[src/rtl/memory_arbiter.sv]
// Shared-RAM arbiter: serves one instruction-fetch or data access at a time,
// with data priority, a one-shot fairness rule for instruction fetch after a
// data access, and a watchdog that aborts an access when the RAM never answers.
// Latency: request seen at edge 0, strobe in cycle 1, ram_ready at edge k,
// hit in cycle k+1 (2 cycles minimum).
// Backpressure: requesters hold their request until hit; a request dropped
// before ram_ready abandons the access silently.
//
// Ports:
//   CLK, nRST            clock, synchronous active-low reset
//   iREN, iaddr          instruction read request / address
//   dREN, dWEN, daddr,   data read / write request, address, write value
//   dstore
//   ram_ready, ram_load  RAM completion flag and read data
//   ramREN, ramWEN,      RAM strobes, address and write data
//   ramaddr, ramstore
//   ihit, iload          one-cycle instruction completion and fetched word
//   dhit, dload          one-cycle data completion and read word (0 on writes)
//   mem_err              one-cycle pulse when the watchdog aborts an access
module memory_arbiter #(
   parameter int TIMEOUT = 64,
   parameter int ADDR_W  = 32,
   parameter int DATA_W  = 32
) (
   input  logic              CLK,
   input  logic              nRST,
   input  logic              iREN,
   input  logic [ADDR_W-1:0] iaddr,
   input  logic              dREN,
   input  logic              dWEN,
   input  logic [ADDR_W-1:0] daddr,
   input  logic [DATA_W-1:0] dstore,
   input  logic              ram_ready,
   input  logic [DATA_W-1:0] ram_load,
   output logic              ramREN,
   output logic              ramWEN,
   output logic [ADDR_W-1:0] ramaddr,
   output logic [DATA_W-1:0] ramstore,
   output logic              ihit,
   output logic [DATA_W-1:0] iload,
   output logic              dhit,
   output logic [DATA_W-1:0] dload,
   output logic              mem_err
);

   localparam int CW = $clog2(TIMEOUT + 1);
   localparam logic [CW-1:0] CNT_MAX = CW'(TIMEOUT - 1);

   typedef enum logic [1:0] {
      IDLE = 2'd0,
      DREQ = 2'd1,
      IREQ = 2'd2,
      RESP = 2'd3
   } state_t;

   state_t            state_q, state_d;
   logic [CW-1:0]     cnt_q, cnt_d;
   logic              ifirst_q, ifirst_d;
   logic [ADDR_W-1:0] addr_q, addr_d;
   logic [DATA_W-1:0] store_q, store_d;
   logic              wr_q, wr_d;
   logic              isd_q, isd_d;      // current/last transaction belongs to the data port
   logic [DATA_W-1:0] rdata_q, rdata_d;
   logic              err_q, err_d;

   logic              ramREN_q, ramWEN_q, ihit_q, dhit_q, mem_err_q;
   logic [ADDR_W-1:0] ramaddr_q;
   logic [DATA_W-1:0] ramstore_q, iload_q, dload_q;

   logic own_req;
   logic in_req_d;
   logic resp_ok_d;

   // Request that owns the in-flight access; dropping it abandons the access.
   assign own_req = isd_q ? (dREN | dWEN) : iREN;

   always_comb begin
      state_d  = state_q;
      cnt_d    = cnt_q;
      ifirst_d = ifirst_q;
      addr_d   = addr_q;
      store_d  = store_q;
      wr_d     = wr_q;
      isd_d    = isd_q;
      rdata_d  = rdata_q;
      err_d    = err_q;
      case (state_q)
         IDLE: begin
            err_d = 1'b0;
            // Data wins unless the fairness flag hands this slot to a pending fetch.
            if ((dREN | dWEN) && !(ifirst_q && iREN)) begin
               state_d = DREQ;
               addr_d  = daddr;
               store_d = dstore;
               wr_d    = dWEN;
               isd_d   = 1'b1;
               cnt_d   = '0;
            end else if (iREN) begin
               state_d  = IREQ;
               addr_d   = iaddr;
               wr_d     = 1'b0;
               isd_d    = 1'b0;
               ifirst_d = 1'b0;
               cnt_d    = '0;
            end
         end
         DREQ, IREQ: begin
            if (ram_ready) begin
               state_d = RESP;
               rdata_d = wr_q ? '0 : ram_load;
               err_d   = 1'b0;
               cnt_d   = '0;
               if (state_q == DREQ) ifirst_d = 1'b1;
            end else if (!own_req) begin
               state_d = IDLE;
               cnt_d   = '0;
            end else if (cnt_q == CNT_MAX) begin
               state_d = RESP;
               rdata_d = '0;
               err_d   = 1'b1;
               cnt_d   = '0;
            end else begin
               cnt_d = cnt_q + 1'b1;
            end
         end
         RESP: begin
            // Inputs ignored so a still-held request is not accepted twice.
            state_d = IDLE;
         end
         default: state_d = IDLE;
      endcase
   end

   assign in_req_d  = (state_d == DREQ) || (state_d == IREQ);
   assign resp_ok_d = (state_d == RESP) && !err_d;

   // Outputs are registered from the next state so they line up with state_q.
   always_ff @(posedge CLK) begin
      if (!nRST) begin
         state_q    <= IDLE;
         cnt_q      <= '0;
         ifirst_q   <= 1'b0;
         addr_q     <= '0;
         store_q    <= '0;
         wr_q       <= 1'b0;
         isd_q      <= 1'b0;
         rdata_q    <= '0;
         err_q      <= 1'b0;
         ramREN_q   <= 1'b0;
         ramWEN_q   <= 1'b0;
         ramaddr_q  <= '0;
         ramstore_q <= '0;
         ihit_q     <= 1'b0;
         iload_q    <= '0;
         dhit_q     <= 1'b0;
         dload_q    <= '0;
         mem_err_q  <= 1'b0;
      end else begin
         state_q    <= state_d;
         cnt_q      <= cnt_d;
         ifirst_q   <= ifirst_d;
         addr_q     <= addr_d;
         store_q    <= store_d;
         wr_q       <= wr_d;
         isd_q      <= isd_d;
         rdata_q    <= rdata_d;
         err_q      <= err_d;
         ramREN_q   <= in_req_d && !wr_d;
         ramWEN_q   <= (state_d == DREQ) && wr_d;
         ramaddr_q  <= in_req_d ? addr_d : '0;
         ramstore_q <= (state_d == DREQ) ? store_d : '0;
         ihit_q     <= resp_ok_d && !isd_d;
         iload_q    <= (resp_ok_d && !isd_d) ? rdata_d : '0;
         dhit_q     <= resp_ok_d && isd_d;
         dload_q    <= (resp_ok_d && isd_d) ? rdata_d : '0;
         mem_err_q  <= (state_d == RESP) && err_d;
      end
   end

   assign ramREN   = ramREN_q;
   assign ramWEN   = ramWEN_q;
   assign ramaddr  = ramaddr_q;
   assign ramstore = ramstore_q;
   assign ihit     = ihit_q;
   assign iload    = iload_q;
   assign dhit     = dhit_q;
   assign dload    = dload_q;
   assign mem_err  = mem_err_q;

endmodule

[config.mk]
export PLATFORM = sky130hd
export DESIGN_NAME = memory_arbiter
export DESIGN_NICKNAME = d
export VERILOG_FILES = /design/src/rtl/memory_arbiter.sv
export SDC_FILE = /design/constraint.sdc
export NUM_CORES = 1
export LEC_CHECK = 0
export CAP_MARGIN = 5
export CORE_MARGIN = 2
export CORE_UTILIZATION = 32
export DETAILED_ROUTE_END_ITERATION = 10
export SETUP_SLACK_MARGIN = 0.2
export SYNTH_ARGS = -nofsm -noshare
export SYNTH_HDL_FRONTEND = slang
export SYNTH_SLANG_ARGS = --single-unit
[constraint.sdc]
create_clock -name CLK -period 2.9 [get_ports CLK]
set_input_delay 0.435 -clock CLK [delete_from_list [all_inputs] [get_ports CLK]]
set_output_delay 0.435 -clock CLK [all_outputs]
set_load 0.05 [all_outputs]
==> run_results.csv <==
group,metric,value,unit
clock_tree,htree_num_levels,1,
sta,period_share,85.2,%
pwr,power.leakage,4.45,nW
detailed_routing,wl_met2,9.69,mm
yosys,synth_most_common_cell,"dfxtp_1",
die,initial_core_util,32.5,%
sta,setup_viol,0,
clock_tree,clockRootBuffer,"clkbuf_16",
placement,numPortBuffers,266,
yosys,yosysTopAreaCell,"dfxtp_1",
sta,report.final.slew_viol_count,0,
yosys,synth.distinct_cells,42,
detailed_routing,wl_met3,1.92,mm
die,dieArea,0.0259,sq mm
finish,drive_above_1_share,6.50,%
placement,place_inst,1337,
yosys,syn-num-nets,927,
clock_tree,cts_hold_buf,0,
clock_tree,cts_buffer_depth,3,
finish,stdcell_count,1386,
yosys,syn_area_per_cell,10.0,sq um
detailed_routing,drt_iter0_drc,304,
grt,grt_start_max_net_pins,48,
detailed_routing,top_layer_used,"met4",
worst_setup_path,crit_fanout,32,
clock_tree,cts_made_buffers,26,
detailed_routing,vias,6576,
detailed_routing,drc,0,
yosys,synthesis.area,0.00788,sq mm
worst_setup_path,path_class,"register to register",
yosys,synth_edf_count,0,
grt,grt_usage,16.1,%
worst_setup_path,slowest_delay,0.86,ns
detailed_routing,final_antenna_net_count,0,
die,die_y,161,um
worst_setup_path,path_common_cell,"inv_1",
sta,final-hold-violation-count,0,
sta,rsz0062_at_grt,"false",
detailed_routing,wl_per_cell,15.5,um
worst_setup_path,cp.required,3.33,ns
clock_tree,ctsResizeCount,0,
sta,tns,0,ns
pwr,powerDensity,997,mW/mm^2
die,io_pins,267,
yosys,synth_top_area_share,61.5,%
sta,fin_skew,0.0124,ns
sta,relSlewSlack,21.2,%
yosys,yosys-top-cells-count,"dfxtp_1, nor2_1, nor3_1, clkbuf_1, o21ai_0",
grt,overflow,0,
worst_setup_path,critPathLaunchType,"register",
clock_tree,path_clk_slew,0.06,ns
finish,finalNetCount,1182,
worst_setup_path,critPathSlowestCell,"inv_1",
worst_setup_path,critPathArrivalTime,2.90,ns
detailed_routing,totalWireLength,21.4,mm
yosys,synth_seq_cells,242,
detailed_routing,wl_met1,9.46,mm
die,dieWidth,161,um
detailed_routing,drtPass1Iterations,5,
sta,worst_slew_pin_slew,1.18,ns
yosys,synth-warning-count,0,
yosys,synthArstFlopShare,0,%
sta,period_minus_slack,2.47,ns
yosys,ys_top_cells_by_area,"dfxtp_1, nor2_1, nor3_1",
sta,fmax,405,MHz
clock_tree,tritoncts,"built",
detailed_routing,via_per_inst,4.74,
yosys,synth-seq-area-share,61.5,%
clock_tree,clkLatencyLatePin,0.52,ns
die,num_rows,57,
placement,dpl.hpwl,14.2,mm
die,core_area,0.0242,sq mm
grt,antenna_found_initial,1,
clock_tree,clock_sinks,242,
grt,grt_pass1_vias,6327,
yosys,synth_cells,786,
clock_tree,cts_setup_buffers,0,
placement,gp_congestion,0.754,
status,status,"complete, no violations",
worst_setup_path,worstSetupEndpointType,"register",
flow_run,drv_cap,0,
pwr,ir_drop,0.459,mV
finish,area_delta_synth_final,49.4,%
worst_setup_path,path_cells,"inv_1 > ha_1 > inv_1 > a22o_1 > a31oi_1 > nor3_1",
grt,grt_pass1_wl,34.0,mm
hold_path,min_path_type,"register to register",
yosys,synthFlopType,"dfxtp_1",
[logic make-up after synthesis]
kind of cell | Yosys count | synth area share, %
compound gates | 154 | 13.1
xor+xnor | 4 | 0.444
simple gates | 281 | 16.2
buf+inv | 66 | 3.68
fa+ha+maj | 7 | 1.11
mux | 32 | 4.06
flops | 242 | 61.5
[report_power, final]
group	internal (W)	leakage, nW	switching, W
Clock	0.00200	0.422	0.00131
Combinational	0.00145	2.05	0.00281
Sequential	0.00397	1.98	0.000195
[metal layers]
| metal | track usage [%] | vias to the layer above |
|---|---|---|
| met4 | 3.37 | 0 |
| met2 | 25.9 | 242 |
| met5 | 0 | - |
| li1 | - | 3278 |
| met3 | 5.42 | 31 |
| met1 | 21.2 | 3025 |
[cells in the final DEF (no fill, tap or decap), drive strengths merged, types with 2 or more instances in the layout]
cell type / instances
and3: 3
nand3b: 2
clkdlybuf4s50: 266
o21bai: 2
inv: 7
nor2: 139
xnor2: 4
buf: 20
clkinvlp: 3
a22o: 32
ha: 7
clkinv: 7
a21oi: 7
dfxtp: 242
and2: 5
nor3b: 2
clkbuf: 35
nor2b: 3
o22ai: 32
nor3: 101
nand3: 2
o31a: 2
mux2i: 32
nor4: 4
a31oi: 33
nand2: 11
o21ai: 38
nor4b: 2
nand2b: 3
bufinv: 3
[state kept, by name (all words and copies together) (netlist names), 2 cells and up]
name,flops
addr_q,32
dload,32
iload,32
ramaddr,32
ramstore,32
rdata_q,32
store_q,32
cnt_q,7
state_q,2
[layout make-up]
class | count | area (sq um)
timing repair buffer | 286 | 2850
antenna | 1 | 2.50
sequential | 242 | 4840
fill | 2273 | 12500
tap | 324 | 405
multi-input combinational | 478 | 2770
clock inverter | 13 | 159
clock buffer | 35 | 714
inverter | 7 | 26.3
[worst paths after layout]
| check | slack [ns] | from | cells past startpoint | endpoint |
|---|---|---|---|---|
| min reg2reg | 0.43 | cnt_q[6] | 2 | cnt_q[6] |
| max | 0.43 | state_q[1] | 6 | iload[26] |
| min | 0.43 | cnt_q[6] | 2 | cnt_q[6] |
| max reg2reg | 0.43 | state_q[1] | 6 | iload[26] |
[worst max-delay path, delay by kind of cell, from the launching register on]
kind	cells	cell delay, ns
DFF	1	0.42
AOI/OAI and AO/OA	2	0.35
adders and majority gates	1	0.37
buffers and inverters	2	0.95
and+or+nand+nor	1	0.28
[metrics by stage]
stage / worst slack [ns] / util [%] / cell area [sq um] / hold slack, ns / power [W]
detailed placement: 0.121 / 44.9 / 10900 / 0.419 / 0.00853
floorplan: 0.770 / - / 7880 / 0.404 / 0.00708
finish: 0.429 / 48.5 / 11800 / 0.430 / 0.0117
global route: 0.203 / 48.5 / 11800 / 0.449 / 0.0124
CTS: 0.403 / 48.5 / 11800 / 0.427 / 0.0119
global placement: 0.191 / 44.9 / 10900 / 0.412 / 0.00851
(Power assumes the default switching activity.)
